### src/rtl/cva6_lsu_issue_arbiter_if.sv
// Issue-side and LSU-side handshake bundle for the LSU issue arbiter.
// Signal suffixes are written from the arbiter's point of view.
interface cva6_lsu_issue_arbiter_if;
  logic        req0_valid_i;
  logic [31:0] req0_instr_i;
  logic        req0_is_load_i;
  logic        req0_ready_o;
  logic        req1_valid_i;
  logic [31:0] req1_instr_i;
  logic        req1_is_load_i;
  logic        req1_ready_o;
  logic        lsu_valid_o;
  logic [31:0] lsu_instr_o;
  logic        lsu_is_load_o;
  logic        lsu_ready_i;
  logic        load_mem_resp_i;
  logic        store_mem_resp_i;

  // Arbiter side
  modport slave (
    input  req0_valid_i, req0_instr_i, req0_is_load_i,
    input  req1_valid_i, req1_instr_i, req1_is_load_i,
    input  lsu_ready_i, load_mem_resp_i, store_mem_resp_i,
    output req0_ready_o, req1_ready_o,
    output lsu_valid_o, lsu_instr_o, lsu_is_load_o
  );

  // Issue stage / LSU side
  modport master (
    output req0_valid_i, req0_instr_i, req0_is_load_i,
    output req1_valid_i, req1_instr_i, req1_is_load_i,
    output lsu_ready_i, load_mem_resp_i, store_mem_resp_i,
    input  req0_ready_o, req1_ready_o,
    input  lsu_valid_o, lsu_instr_o, lsu_is_load_o
  );
endinterface

### src/rtl/cva6_lsu_issue_arbiter.sv
// Round-robin arbiter sharing the single LSU issue port between two
// requesters. Allows one outstanding load and one outstanding store, blocks
// loads that alias the outstanding store, and flags timeouts and stray
// responses with sticky error bits.
module cva6_lsu_issue_arbiter #(
  parameter int unsigned ADDR_CMP_W     = 12,
  parameter int unsigned TIMEOUT_CYCLES = 64,
  parameter int unsigned CTR_W          = 7
) (
  input  logic                   clk_i,
  input  logic                   rst_i,
  cva6_lsu_issue_arbiter_if.slave bus,
  output logic                   load_busy_o,
  output logic                   store_busy_o,
  output logic                   hazard_stall_o,
  output logic                   timeout_o,
  output logic                   spurious_resp_o
);

  localparam logic [CTR_W-1:0] CNT_LAST = CTR_W'(TIMEOUT_CYCLES - 1);
  localparam logic [CTR_W-1:0] CNT_PRE  = CTR_W'(TIMEOUT_CYCLES - 2);

  logic                  lsu_vld_q, lsu_vld_d;
  logic [31:0]           lsu_instr_q, lsu_instr_d;
  logic                  lsu_is_load_q, lsu_is_load_d;
  logic                  load_busy_q, load_busy_d;
  logic                  store_busy_q, store_busy_d;
  logic [ADDR_CMP_W-1:0] store_addr_q, store_addr_d;
  logic                  rr_q, rr_d;
  logic [CTR_W-1:0]      load_cnt_q, load_cnt_d;
  logic [CTR_W-1:0]      store_cnt_q, store_cnt_d;
  logic                  timeout_q, timeout_d;
  logic                  spurious_q, spurious_d;

  logic        issue_free;
  logic        haz0, haz1;
  logic        elig0, elig1;
  logic        gnt0, gnt1, gnt_any;
  logic [31:0] gnt_instr;
  logic        gnt_is_load, gnt_load, gnt_store;

  // The issue slot can be refilled in the same cycle the LSU drains it.
  assign issue_free = !lsu_vld_q || bus.lsu_ready_i;

  // A load aliasing the in-flight store must wait for that store to finish.
  assign haz0 = store_busy_q && (store_addr_q == bus.req0_instr_i[ADDR_CMP_W-1:0]);
  assign haz1 = store_busy_q && (store_addr_q == bus.req1_instr_i[ADDR_CMP_W-1:0]);

  assign elig0 = bus.req0_valid_i && issue_free &&
                 (bus.req0_is_load_i ? (!load_busy_q && !haz0) : !store_busy_q);
  assign elig1 = bus.req1_valid_i && issue_free &&
                 (bus.req1_is_load_i ? (!load_busy_q && !haz1) : !store_busy_q);

  // rr_q == 0 favours req0 when both are eligible.
  assign gnt0    = elig0 && (!elig1 || !rr_q);
  assign gnt1    = elig1 && (!elig0 ||  rr_q);
  assign gnt_any = gnt0 || gnt1;

  assign gnt_instr   = gnt1 ? bus.req1_instr_i   : bus.req0_instr_i;
  assign gnt_is_load = gnt1 ? bus.req1_is_load_i : bus.req0_is_load_i;
  assign gnt_load    = gnt_any &&  gnt_is_load;
  assign gnt_store   = gnt_any && !gnt_is_load;

  assign bus.req0_ready_o  = gnt0;
  assign bus.req1_ready_o  = gnt1;
  assign bus.lsu_valid_o   = lsu_vld_q;
  assign bus.lsu_instr_o   = lsu_instr_q;
  assign bus.lsu_is_load_o = lsu_is_load_q;
  assign load_busy_o       = load_busy_q;
  assign store_busy_o      = store_busy_q;
  assign hazard_stall_o    = (bus.req0_valid_i && bus.req0_is_load_i && haz0) ||
                             (bus.req1_valid_i && bus.req1_is_load_i && haz1);
  assign timeout_o         = timeout_q;
  assign spurious_resp_o   = spurious_q;

  // Next-state logic for issue register, slots, pointer, counters and errors.
  always_comb begin
    lsu_vld_d     = lsu_vld_q;
    lsu_instr_d   = lsu_instr_q;
    lsu_is_load_d = lsu_is_load_q;
    if (gnt_any) begin
      lsu_vld_d     = 1'b1;
      lsu_instr_d   = gnt_instr;
      lsu_is_load_d = gnt_is_load;
    end else if (bus.lsu_ready_i) begin
      lsu_vld_d     = 1'b0;
    end

    rr_d = rr_q;
    if (elig0 && elig1) rr_d = ~rr_q;

    // A grant can only hit an idle slot, so grant-set never races resp-clear.
    load_busy_d = load_busy_q;
    if (gnt_load)                 load_busy_d = 1'b1;
    else if (bus.load_mem_resp_i) load_busy_d = 1'b0;

    store_busy_d = store_busy_q;
    if (gnt_store)                 store_busy_d = 1'b1;
    else if (bus.store_mem_resp_i) store_busy_d = 1'b0;

    store_addr_d = store_addr_q;
    if (gnt_store) store_addr_d = gnt_instr[ADDR_CMP_W-1:0];

    load_cnt_d = load_cnt_q;
    if (gnt_load)                                 load_cnt_d = '0;
    else if (load_busy_q && load_cnt_q != CNT_LAST) load_cnt_d = load_cnt_q + CTR_W'(1);

    store_cnt_d = store_cnt_q;
    if (gnt_store)                                   store_cnt_d = '0;
    else if (store_busy_q && store_cnt_q != CNT_LAST) store_cnt_d = store_cnt_q + CTR_W'(1);

    // Set on the edge where a still-busy counter steps onto its last value,
    // so the flag is visible during the TIMEOUT_CYCLES-th busy cycle.
    timeout_d = timeout_q ||
                (load_busy_q  && !bus.load_mem_resp_i  && load_cnt_q  == CNT_PRE) ||
                (store_busy_q && !bus.store_mem_resp_i && store_cnt_q == CNT_PRE);

    spurious_d = spurious_q ||
                 (bus.load_mem_resp_i  && !load_busy_q) ||
                 (bus.store_mem_resp_i && !store_busy_q);
  end

  // State registers; reset clears everything, dropping in-flight ops.
  always_ff @(posedge clk_i or posedge rst_i) begin
    if (rst_i) begin
      lsu_vld_q     <= 1'b0;
      lsu_instr_q   <= '0;
      lsu_is_load_q <= 1'b0;
      load_busy_q   <= 1'b0;
      store_busy_q  <= 1'b0;
      store_addr_q  <= '0;
      rr_q          <= 1'b0;
      load_cnt_q    <= '0;
      store_cnt_q   <= '0;
      timeout_q     <= 1'b0;
      spurious_q    <= 1'b0;
    end else begin
      lsu_vld_q     <= lsu_vld_d;
      lsu_instr_q   <= lsu_instr_d;
      lsu_is_load_q <= lsu_is_load_d;
      load_busy_q   <= load_busy_d;
      store_busy_q  <= store_busy_d;
      store_addr_q  <= store_addr_d;
      rr_q          <= rr_d;
      load_cnt_q    <= load_cnt_d;
      store_cnt_q   <= store_cnt_d;
      timeout_q     <= timeout_d;
      spurious_q    <= spurious_d;
    end
  end

endmodule

### src/flat_wrapper.sv
// flat-port wrapper written by rule: the top's interface ports become plain ports
module cva6_lsu_issue_arbiter_flat 
#(
  parameter int unsigned ADDR_CMP_W     = 12,
  parameter int unsigned TIMEOUT_CYCLES = 64,
  parameter int unsigned CTR_W          = 7
)
  (clk_i, rst_i, load_busy_o, store_busy_o, hazard_stall_o, timeout_o, spurious_resp_o, bus_req0_valid_i, bus_req0_instr_i, bus_req0_is_load_i, bus_req1_valid_i, bus_req1_instr_i, bus_req1_is_load_i, bus_lsu_ready_i, bus_load_mem_resp_i, bus_store_mem_resp_i, bus_req0_ready_o, bus_req1_ready_o, bus_lsu_valid_o, bus_lsu_instr_o, bus_lsu_is_load_o);
  cva6_lsu_issue_arbiter_if bus_i ();
  input  logic clk_i;
  input  logic rst_i;
  output logic load_busy_o;
  output logic store_busy_o;
  output logic hazard_stall_o;
  output logic timeout_o;
  output logic spurious_resp_o;
  input wire logic [$bits(bus_i.req0_valid_i)-1:0] bus_req0_valid_i;
  input wire logic [$bits(bus_i.req0_instr_i)-1:0] bus_req0_instr_i;
  input wire logic [$bits(bus_i.req0_is_load_i)-1:0] bus_req0_is_load_i;
  input wire logic [$bits(bus_i.req1_valid_i)-1:0] bus_req1_valid_i;
  input wire logic [$bits(bus_i.req1_instr_i)-1:0] bus_req1_instr_i;
  input wire logic [$bits(bus_i.req1_is_load_i)-1:0] bus_req1_is_load_i;
  input wire logic [$bits(bus_i.lsu_ready_i)-1:0] bus_lsu_ready_i;
  input wire logic [$bits(bus_i.load_mem_resp_i)-1:0] bus_load_mem_resp_i;
  input wire logic [$bits(bus_i.store_mem_resp_i)-1:0] bus_store_mem_resp_i;
  output wire logic [$bits(bus_i.req0_ready_o)-1:0] bus_req0_ready_o;
  output wire logic [$bits(bus_i.req1_ready_o)-1:0] bus_req1_ready_o;
  output wire logic [$bits(bus_i.lsu_valid_o)-1:0] bus_lsu_valid_o;
  output wire logic [$bits(bus_i.lsu_instr_o)-1:0] bus_lsu_instr_o;
  output wire logic [$bits(bus_i.lsu_is_load_o)-1:0] bus_lsu_is_load_o;
  assign bus_i.req0_valid_i = bus_req0_valid_i;
  assign bus_i.req0_instr_i = bus_req0_instr_i;
  assign bus_i.req0_is_load_i = bus_req0_is_load_i;
  assign bus_i.req1_valid_i = bus_req1_valid_i;
  assign bus_i.req1_instr_i = bus_req1_instr_i;
  assign bus_i.req1_is_load_i = bus_req1_is_load_i;
  assign bus_i.lsu_ready_i = bus_lsu_ready_i;
  assign bus_i.load_mem_resp_i = bus_load_mem_resp_i;
  assign bus_i.store_mem_resp_i = bus_store_mem_resp_i;
  assign bus_req0_ready_o = bus_i.req0_ready_o;
  assign bus_req1_ready_o = bus_i.req1_ready_o;
  assign bus_lsu_valid_o = bus_i.lsu_valid_o;
  assign bus_lsu_instr_o = bus_i.lsu_instr_o;
  assign bus_lsu_is_load_o = bus_i.lsu_is_load_o;
  cva6_lsu_issue_arbiter #(.ADDR_CMP_W(ADDR_CMP_W), .TIMEOUT_CYCLES(TIMEOUT_CYCLES), .CTR_W(CTR_W)) u_core (.clk_i(clk_i), .rst_i(rst_i), .bus(bus_i), .load_busy_o(load_busy_o), .store_busy_o(store_busy_o), .hazard_stall_o(hazard_stall_o), .timeout_o(timeout_o), .spurious_resp_o(spurious_resp_o));
endmodule
### config.mk
export PLATFORM = sky130hd
export DESIGN_NAME = cva6_lsu_issue_arbiter_flat
export DESIGN_NICKNAME = d
export VERILOG_FILES = /design/src/rtl/cva6_lsu_issue_arbiter_if.sv /design/src/rtl/cva6_lsu_issue_arbiter.sv /design/src/flat_wrapper.sv
export SDC_FILE = /design/constraint.sdc
export NUM_CORES = 1
export LEC_CHECK = 0
export CAP_MARGIN = 20
export CORE_ASPECT_RATIO = 0.7
export CORE_MARGIN = 8
export CORE_UTILIZATION = 45
export CTS_CLUSTER_SIZE = 20
export DETAILED_ROUTE_END_ITERATION = 8
export PLACE_DENSITY = 0.77
export SYNTH_ARGS = -nofsm -noshare
export SYNTH_HDL_FRONTEND = slang
export SYNTH_SLANG_ARGS = --single-unit
### constraint.sdc
create_clock -name clk_i -period 3 [get_ports clk_i]
set_clock_uncertainty 0.15 [all_clocks]
set_input_delay 0.6 -clock clk_i [delete_from_list [all_inputs] [get_ports clk_i]]
set_output_delay 0.6 -clock clk_i [all_outputs]
set_load 0.01 [all_outputs]
==> results by group, run 1 <==
Drt
  • DRT iter0 DRCs: around 160
  • 1st-pass router iterations: 4
  • DR DRC count: 0
  • Post-route ant nets: 0
  • DR WL/cell: 18.2 um
  • Vias: between 3000 and 4000
  • Via/cell ratio: roughly 5.3
  • Wirelength, routed: roughly 11000 um

Setup path
  • Reg-to-Reg End: u_core.load_busy_o
  • R2R depth: 8
  • Req. time, crit path: between 2 and 2.5 ns
  • Endpoint class of the critical path: output pin
  • Worst r2r src: u_core.store_addr_q[4]
  • Crit path max fanout: 3
  • Critical path origin: bus_req1_instr_i[4]
  • CP arrival: between 2 and 2.5 ns
  • Worst Setup EP: bus_req0_ready_o
  • Worst setup SP type: input pin
  • R2R setup slack: approximately 0.21 ns
  • Crit path kind: input pin to output pin

Clock network
  • Sink Count: between 60 and 70
  • Clock slew seen by the registers of the worst setup and hold paths: ~0.070 ns
  • Max Root-Sink Buffers: 2
  • H-Tree Depth: 3
  • CTS tree: built
  • Clock Latency Late Sink: ~0.35 ns
  • Root Buffer: clkbuf_8
  • Cts bufs inserted: 9
  • Hold-fix buffers, CTS: 0

Synthesis
  • Seq/Total Area, Yosys: between 50% and 60%
  • Synthesized cell area: around 3200 um^2
  • FF+latch count, synth: 65
  • Syn Area/Cell: around 9.6 um^2
  • Number of flops mapped to enable cells by yosys: 0
  • Ys flop type: dfrtp_1
  • Synth cell types: 39
  • FFs w/ async S/R, synth: between 90% and 100%
  • Syn Nets: around 410
  • Post-Synthesis Cells: 335
  • Synth Warn #: 0

Placed design
  • GP Congestion: 0.854
  • DP HPWL: between 7000 and 8000 um
  • Placed Cells: 570
  • Post-DP Area: approximately 4800 um^2
  • Port bufs: between 100 and 150
  • Dpl ws: -0.726 ns

Global routing
  • First-pass GRT wire length: around 17000 um
  • Overflow after GRT: 0
  • Met3 GRT Util: under 10%
  • Initial antenna violation count: 1
  • Largest net degree at the start of global routing: 44
  • GRT met1 Usage: about a quarter
  • Vias in the first global route: roughly 3400
  • Grt met2 use: 35.8%
  • Overall Global Routing Usage: 21.6%
  • Grt peak-use layer: met2

Timing
  • Final worst slack: 0.0146 ns
  • RSZ-0062 raised after global routing: true
  • Final Hold Viols: 0
  • Max frequency: 335 MHz
  • Final setup vio count: 0
  • Fin crit period: between 2 and 3 ns
  • Crit share post-route: between 90 and 100%
  • Worst Max-Slew Pin Slew: around 0.56 ns
  • Fin. max-slew vios: 0
  • Slew HR: 62.5%

Layout
  • Post-layout util: between 70% and 80%
  • Filler-free cell count of the finished design: 599
  • Register area: 1630 um^2
  • Final Cell Area: slightly above 5000 um^2
  • Fillers: around 500
  • Multi-input combinational cell area: 1560 um^2
  • Diodes inserted: 0
  • P&R area growth vs syn: 60.3%
  • Layout cells sized above 1: 19.0%
  • Nets: approximately 580

Floorplan
  • Core area: approximately 6900 um^2
  • I/O pin count: ~110
  • Die Y-Extent: between 80 and 90 um
  • Rows: 25
  • Die width: around 120 um
  • Die ar.: around 10000 um^2
  • Initial Util: roughly 47%

Power
  • P_leak: roughly 2.4 nW
  • Pwr Density: about 860 nW/um^2
  • Worst-case vdd ir drop: between 0.4 and 0.5 mV

Worst hold path
  • HP Class: register to register

Run
  • MaxCap Viol Count: 0

Run status
  • Status: complete, no violations
layer usage:
| metal | up-vias | part of all wire, % |
|---|---|---|
| met5 | - | 0.073 |
| met4 | 2 | 1.8 |
| met3 | 19 | 10 |
| met2 | 137 | 47 |
| met1 | 1534 | 41 |
| li1 | 1501 | - |
registers in the layout, indices dropped and copies added, names as in the netlist:
signal and flops:
u_core.load_busy_o 1, u_core.spurious_resp_o 1, u_core.load_cnt_q 7, u_core.timeout_o 1, u_core.store_cnt_q 7, u_core.bus.lsu_is_load_o 1
u_core.store_addr_q 12, u_core.store_busy_o 1, u_core.rr_q 1, u_core.bus.lsu_valid_o 1, u_core.bus.lsu_instr_o 32
per-stage QoR:
stage	power, W	setup TNS, ns	hold WS, ns
final	0.00446	0	0.327
after global routing	0.00473	-0.0153	0.364
after CTS	0.00443	-0.0276	0.325
after detailed placement	0.00343	-12.92	0.308
after global placement	0.00335	-9.30	0.314
after floorplan	0.00242	0	0.326
timing repair:
item / in CTS / in global routing
pin swaps: 17 / 21
setup endpoints to repair: 11 / 3
buffers inserted: 11 / 2
resized for setup: 42 / 20
worst max-delay path, cell delays in order:
cell,delay (ns)
clkdlybuf4s15_1,0.21
xnor2_1,0.17
nand4_1,0.16
or4_4,0.52
a311o_1,0.37
inv_1,0.08
buf_6,0.11
synthesized netlist by cell type (all sizes together) (2+ instances only):
cell type,number,area [um^2]
nor4,3,33.8
o22ai,33,206
xnor2,29,254
nand2,7,26.3
buf,4,22.5
a21oi,34,170
dfrtp,65,1630
mux2i,13,130
ha,4,50.1
nand3,9,45.0
inv,20,75.1
xor2,6,52.6
nor2,65,244
o21ai,5,25.0
nand4b,2,17.5
clkbuf,9,33.8
nand2b,2,12.5
nand4,7,43.8
cell families (layout without fill, tap and decap cells):
logic type / Yosys count / in the layout / synth area share [%]
AND/OR/NAND/NOR: 103 / 103 / 15.0
flip-flops: 65 / 65 / 50.5
buffers and inverters: 33 / 203 / 4.08
adder cells (fa/ha/maj): 4 / 4 / 1.55
AO/OA/AOI/OAI: 81 / 81 / 15.0
XOR/XNOR: 35 / 35 / 9.51
multiplexers: 14 / 14 / 4.39
worst min-delay path by stage:
stage | start | endpoint | slack [ns] | cells after the start
after CTS | u_core.timeout_o | u_core.timeout_o | 0.33 | 2
final | u_core.timeout_o | u_core.timeout_o | 0.33 | 2
after global routing | u_core.timeout_o | u_core.timeout_o | 0.36 | 2
after global placement | u_core.timeout_o | u_core.timeout_o | 0.31 | 2
after detailed placement | u_core.timeout_o | u_core.timeout_o | 0.31 | 2
after floorplan | u_core.rr_q | u_core.rr_q | 0.33 | 1
cell type report:
cell class                 instances  area share [%]
sequential                        65            31.5
multi-input combinational        237            30.2
timing repair buffer             167            30.0
clock buffer                      11            2.54
tap                               94            2.28
clock inverter                     5            2.01
inverter                          20            1.45
power breakdown:
part	switching (W)	internal [W]
sequential	0.000294	0.00124
clock	0.000349	0.000553
combinational	0.000926	0.00110
total	0.00157	0.00289
layout by cell type, fill, tap and decap left out, types with 2 or more instances in the layout:
cell type	count
o22ai_1	32
xor2_1	6
bufinv_16	3
mux2i_1	12
nand2_1	7
nand4b_1	2
dlymetal6s2s_1	8
dlygate4sd2_1	7
xnor2_2	7
nand3_1	7
xnor2_1	22
buf_4	52
ha_1	4
inv_1	19
clkbuf_2	3
nand3_2	2
buf_2	2
clkbuf_1	2
nand2b_1	2
clkdlybuf4s15_1	5
a21oi_1	34
clkdlybuf4s50_1	86
nor2_1	65
nand4_1	7
clkbuf_8	9
o21ai_0	4
dfrtp_1	65
buf_12	2
Power figures use the tool's default switching activity.
==> inputs of run 2 (changes only) <==
CAP_MARGIN = not set   (was 20)
CELL_PAD_IN_SITES_DETAIL_PLACEMENT = 0   (was not set)
CELL_PAD_IN_SITES_GLOBAL_PLACEMENT = 1   (was not set)
CORE_UTILIZATION = 33   (was 45)
PLACE_DENSITY = 0.76   (was 0.77)
SLEW_MARGIN = 20   (was not set)
==> run 2 against run 1 <==
Against the previous run: clock-buffer cell count decreased by 1; register-to-register slack about the same; via count decreased by 4.9%; clock power increased by 7.2%; first-iteration DRC count decreased by 15%; flip-flop and latch count unchanged; routed wire length decreased by 4.1%; non-clock buffer count increased by 3; worst hold slack improved by 0.0034 ns; cell area increased by 1.9%; critical path type is now register to output pin; largest cell class unchanged.
==> results by group, run 2 (synthesized netlist as in run 1, its figures left out) <==
Run status
  • Status: complete, no violations

Drt
  • DR DRC count: 0
  • DRT iter0 DRCs: between 100 and 150
  • 1st-pass router iterations: 4
  • Vias: 3036
  • DR WL/cell: ~16 um
  • Wirelength, routed: 10400 um
  • Via/cell ratio: ~4.8
  • Post-route ant nets: 0

Setup path
  • Worst path max stage delay: 0.57 ns
  • Critical path, cell by cell: xnor2_2 -> nand4_1 -> or4_4 -> a311o_1 -> inv_1 -> buf_6
  • CP arrival: between 2 and 2.5 ns
  • Req. time, crit path: 2.25 ns
  • Endpoint class of the critical path: output pin
  • Worst path slowest cell: or4_4
  • Crit path kind: register to output pin
  • Crit path max fanout: 3
  • Worst setup SP type: register

Clock network
  • Max Root-Sink Buffers: 2
  • Sink Count: 65
  • Hold-fix buffers, CTS: 0
  • H-Tree Depth: 3
  • Clock Latency Late Sink: approximately 0.33 ns
  • Root Buffer: clkbuf_16
  • Clock slew seen by the registers of the worst setup and hold paths: approximately 0.050 ns
  • CTS tree: built
  • Cts bufs inserted: 9

Layout
  • Nets: between 500 and 600
  • Multi-input combinational cell area: around 1600 um^2
  • Diodes inserted: 0
  • Post-layout util: 54.8%
  • Register area: roughly 1600 um^2
  • Most frequent cells in the layout: clkdlybuf4s50_1, nor2_1, dfrtp_1
  • Layout cells sized above 1: 19.1%
  • Final Cell Area: between 5000 and 6000 um^2
  • Fillers: 881
  • P&R area growth vs syn: 63.3%
  • Filler-free cell count of the finished design: 635
  • Max reg flops: 32
  • Commonest non-fill, non-tap cell in the layout: clkdlybuf4s50_1

Timing
  • Slew HR: between 60 and 70%
  • Final setup vio count: 0
  • Fin crit period: about 3 ns
  • Crit share post-route: between 90% and 100%
  • Max frequency: 336 MHz
  • Worst Max-Slew Pin Slew: about 0.57 ns
  • Final worst slack: roughly 0.022 ns
  • WHS: ~0.33 ns
  • Final Hold Viols: 0
  • Fin. max-slew vios: 0
  • RSZ-0062 raised after global routing: true

Global routing
  • Initial antenna violation count: 0
  • Overflow after GRT: 0
  • Overall Global Routing Usage: between 15 and 20%
  • Largest net degree at the start of global routing: between 60 and 70
  • Vias in the first global route: 3150
  • First-pass GRT wire length: around 17000 um

Floorplan
  • Die ar.: approximately 13000 um^2
  • Initial Util: between 30% and 40%
  • Die Y-Extent: approximately 100 um
  • I/O pin count: 114
  • Core area: 9610 um^2
  • Die width: 134 um
  • Rows: 30

Placed design
  • Post-DP Area: around 5000 um^2
  • Placed Cells: 612
  • GP Congestion: 0.777
  • Port bufs: approximately 110
  • Dpl ws: -0.749 ns
  • DP HPWL: just under 8000 um

Run
  • MaxCap Viol Count: 0

Power
  • Worst-case vdd ir drop: between 0.4 and 0.5 mV
  • Pwr Density: about 850 nW/um^2
  • P_leak: around 2.4 nW

Worst hold path
  • HP Class: register to register
[run 2: changes by cell type in the layout (fill, tap and decap cells not counted), sizes merged]
| cell | change |
|---|---|
| clkdlybuf4s15 | -5 |
| dlygate4sd2 | +5 |
| buf | +3 |
| bufinv | -3 |
| clkinvlp | +3 |
| clkbuf | -1 |
[run 2: report_power, final]
group          internal (W)  leakage, nW  switching, W
Combinational       0.00111         1.55      0.000895
Sequential          0.00124        0.753      0.000286
Clock              0.000573        0.126      0.000393
[run 2: worst max-delay path: cells and delay by family, from the launching register on]
kind / cells / cell delay (ns)
buffers and inverters: 2 / 0.19
DFF: 1 / 0.42
AOI/OAI and AO/OA: 1 / 0.36
and+or+nand+nor: 2 / 0.73
xor gates and xnor gates: 1 / 0.19
[run 2: routing by layer]
layer  GRT usage, %  part of all wire, %
met5              0                    0
met4           4.64                  1.2
met3           5.79                  8.5
met2           23.5                   42
met1           21.4                   49
[run 2: area by class of cell]
| type | count | area share [%] |
|---|---|---|
| tap | 128 | 3.04 |
| timing repair buffer | 170 | 30.0 |
| inverter | 20 | 1.43 |
| sequential | 65 | 30.9 |
| multi-input combinational | 237 | 29.5 |
| clock buffer | 10 | 4.54 |
| clock inverter | 5 | 0.618 |
[run 2: metrics by stage]
step                power (W)  TNS (ns)
floorplan             0.00242         0
global placement      0.00343     -4.26
detailed placement    0.00346     -6.80
CTS                   0.00450   -0.0589
global route          0.00480   -0.0952
finish                0.00450         0
[run 2: final timing paths]
check	end	start	cells past startpoint	slack, ns
worst max register to register	u_core.load_busy_o	u_core.store_addr_q[11]	9	0.22
max in group asynchronous	u_core.store_cnt_q[0]	rst_i	3	1.87
worst max-delay path	bus_req0_ready_o	u_core.store_addr_q[11]	6	0.02
min in group asynchronous	u_core.bus.lsu_instr_o[26]	rst_i	3	0.51
worst min-delay path	u_core.timeout_o	u_core.timeout_o	2	0.33
worst min register to register	u_core.timeout_o	u_core.timeout_o	2	0.33
[run 2: repair_timing]
action,4_1_cts,5_1_grt
gates resized for setup,33,22
pin swaps,15,14
setup buffers,6,2
hold endpoints to repair,0,0
endpoints found under the setup margin,4,3
gates cloned,0,0
==> inputs of run 3 (changes only) <==
--- a/config.mk
+++ b/config.mk
@@ -7,2 +7,3 @@
 export LEC_CHECK = 0
+export ABC_AREA = 1
 export CELL_PAD_IN_SITES_DETAIL_PLACEMENT = 0
@@ -11,6 +12,6 @@
 export CORE_MARGIN = 8
-export CORE_UTILIZATION = 33
+export CORE_UTILIZATION = 34
 export CTS_CLUSTER_SIZE = 20
 export DETAILED_ROUTE_END_ITERATION = 8
-export PLACE_DENSITY = 0.76
+export PLACE_DENSITY = 0.78
 export SLEW_MARGIN = 20
--- a/constraint.sdc
+++ b/constraint.sdc
@@ -4,2 +4,2 @@
 set_output_delay 0.6 -clock clk_i [all_outputs]
-set_load 0.01 [all_outputs]
+set_load 0.1 [all_outputs]
==> run 3 against run 2 <==
Against the previous run: final cell count increased by 34%; die area grew 15%; total power up 47%; non-clock buffer count shrank 16; maximum frequency up 0.11%; area after synthesis grew 22%; largest power group unchanged; highest routed layer unchanged.
==> results by group, run 3 <==
Run status
  • Status: complete, no violations

Synthesis
  • Syn Area/Cell: between 7 and 8 um^2
  • Number of flops mapped to enable cells by yosys: 0
  • Most common cell in the netlist: nand2_1
  • Synth Warn #: 0
  • Synthesized cell area: between 3000 and 4000 um^2
  • Yosys top cell area share: 41.5%
  • Synth cell types: 36
  • Largest cells by area after synthesis: dfrtp_1, nand2_1, nand3_1
  • FF+latch count, synth: between 60 and 70
  • Seq/Total Area, Yosys: 41.5%
  • Commonest cells post-synth: nand2_1, inv_1, dfrtp_1
  • FFs w/ async S/R, synth: 100%
  • Post-synth top area cell: dfrtp_1
  • Syn Nets: 624
  • Post-Synthesis Cells: 547
  • Ys flop type: dfrtp_1

Timing
  • WHS: roughly 0.33 ns
  • Final Hold Viols: 0
  • Max frequency: around 340 MHz
  • Crit share post-route: approximately 99%
  • Final worst slack: 0.0257 ns
  • Worst Max-Slew Pin Slew: between 0.4 and 0.5 ns
  • RSZ-0062 raised after global routing: false
  • Fin. max-slew vios: 0
  • Sum Neg Setup Slack: 0 ns
  • Fin crit period: slightly below 3 ns
  • Final setup vio count: 0
  • Slew HR: 71.4%

Floorplan
  • Die Y-Extent: around 110 um
  • Die width: 144 um
  • Initial Util: between 30% and 40%
  • Rows: 32
  • Core area: 11100 um^2
  • Die ar.: about 15000 um^2
  • I/O pin count: roughly 110

Layout
  • Nets: ~770
  • Max reg flops: 32
  • Multi-input combinational cell area: ~2000 um^2
  • Post-layout util: between 50 and 60%
  • Commonest non-fill, non-tap cell in the layout: nand2_1
  • Register area: between 1500 and 2000 um^2
  • Layout cells sized above 1: between 20% and 30%
  • Diodes inserted: 0
  • Most frequent cells in the layout: nand2_1, buf_4, inv_1
  • Fillers: approximately 1100
  • P&R area growth vs syn: 47.5%
  • Filler-free cell count of the finished design: around 850

Placed design
  • GP Congestion: around 1
  • Dpl ws: -0.101 ns
  • Port bufs: between 100 and 150
  • DP HPWL: slightly below 10000 um
  • Placed Cells: approximately 840

Power
  • Switching Share: 55.4%
  • Seq pwr share: between 20% and 30%
  • Combinational fraction of design power: between 60% and 70%
  • Clock network fraction of total power: between 10% and 20%
  • Sw Pwr: ~0.0037 W
  • P_leak: approximately 3.1 nW
  • Total internal power: between 0.002 and 0.003 W
  • Pwr Density: between 1000 and 1500 nW/um^2
  • Worst-case vdd ir drop: ~0.63 mV

Worst hold path
  • HP Class: register to register
  • Hold_sp: u_core.bus.lsu_is_load_o

Clock network
  • Clock Latency Late Sink: around 0.33 ns
  • Root Buffer: clkbuf_16
  • Sink Count: 65
  • Cts bufs inserted: 9
  • CTS tree: built
  • Max Root-Sink Buffers: 2
  • Clock slew seen by the registers of the worst setup and hold paths: roughly 0.05 ns
  • H-Tree Depth: 3

Drt
  • DRT iter0 DRCs: about 190
  • DR WL/cell: 15.1 um
  • Via/cell ratio: roughly 4.6
  • Post-route ant nets: 0
  • Wirelength, routed: 12800 um
  • DR DRC count: 0
  • Vias: 3956
  • 1st-pass router iterations: 4

Setup path
  • Worst path max stage delay: between 0.4 and 0.5 ns
  • Critical path, cell by cell: clkdlybuf4s50_1 -> xnor2_2 -> o2111ai_1 -> nor4_2 -> nand3_1 -> nand2_2 -> buf_12
  • Crit path kind: input pin to output pin
  • Crit path max fanout: 2
  • Worst path slowest cell: clkdlybuf4s50_1
  • Worst setup SP type: input pin
  • Critical path origin: bus_req1_instr_i[4]
  • Endpoint class of the critical path: output pin
  • Crit path buf inv count: 2
  • Req. time, crit path: around 2.3 ns
  • Top delay family on crit path: buffers and inverters
  • R2R setup slack: between 0.6 and 0.7 ns
  • CP arrival: around 2.2 ns
  • Worst r2r src: u_core.store_addr_q[7]

Global routing
  • Initial antenna violation count: 0
  • Vias in the first global route: about 4000
  • Overall Global Routing Usage: between 15 and 20%
  • Largest net degree at the start of global routing: 66
  • First-pass GRT wire length: 20700 um
  • Overflow after GRT: 0

Run
  • MaxCap Viol Count: 0
run 3: power by group through the flow:
stage / registers (W) / logic (W) / clock network [W]
6_report: 0.00153 / 0.00400 / 0.00106
5_1_grt: 0.00159 / 0.00427 / 0.00112
4_1_cts: 0.00153 / 0.00399 / 0.00109
3_5_place_dp: 0.00153 / 0.00396 / 0
3_3_place_gp: 0.00151 / 0.00393 / 0
2_1_floorplan: 0.00323 / 0.00117 / 0
run 3: cell type report:
type	count	area share, %
Multi-Input combinational cell	384	33.6
Sequential cell	65	28.2
Timing Repair Buffer	154	24.5
Inverter	80	5.20
Clock buffer	12	4.44
Tap cell	153	3.31
Clock inverter	3	0.693
run 3: repair_timing:
action | 4_1_cts | 5_1_grt
setup endpoints to repair | 3 | 3
hold buffers | 0 | 0
buffers inserted | 0 | 0
pin swaps | 2 | 12
gates resized for setup | 22 | 25
run 3: metal layers:
layer / GRT usage (%) / vias to the layer above / routed length [um]
li1: - / 2008 / -
met1: 23.9 / 1828 / 6210
met2: 24.7 / 110 / 5550
met3: 6.53 / 10 / 941
met4: 4.29 / 0 / 128
met5: 0 / - / 0
run 3: cells by family (layout without fill, tap and decap cells):
group | count (synthesis) | in the layout | synth area share, %
AO/OA/AOI/OAI | 36 | 36 | 5.94
XOR/XNOR | 12 | 12 | 2.68
adder cells (fa/ha/maj) | 4 | 4 | 1.28
buffers and inverters | 98 | 249 | 11.2
flip-flops | 65 | 65 | 41.5
AND/OR/NAND/NOR | 332 | 332 | 37.4
run 3: worst paths after layout:
| path | end | depth (start not counted) |
|---|---|---|
| max | hazard_stall_o | 7 |
| min | u_core.bus.lsu_is_load_o | 2 |
| max reg2reg | u_core.store_addr_q[3] | 15 |
| min reg2reg | u_core.bus.lsu_is_load_o | 2 |
| max in group asynchronous | u_core.store_busy_o | 3 |
| min in group asynchronous | u_core.bus.lsu_instr_o[17] | 3 |
run 3: worst register-to-register path: stages, from the launching register on:
cell and delay (ns):
dfrtp_1 0.43, inv_1 0.09, nand2_1 0.08, nand2_1 0.07, inv_1 0.05, nand3_1 0.09
nor2_1 0.05, nand2_1 0.07, nand2_2 0.06, a21oi_4 0.14, buf_4 0.14, buf_4 0.25
nand3_2 0.13, nand2_2 0.28, nand3_1 0.13, nand2_1 0.07
run 3: metrics by stage:
stage / cell area (um^2) / total power, W
global placement: 5370 / 0.00545
finish: 5780 / 0.00660
global route: 5780 / 0.00698
CTS: 5700 / 0.00661
detailed placement: 5370 / 0.00549
floorplan: 3920 / 0.00439
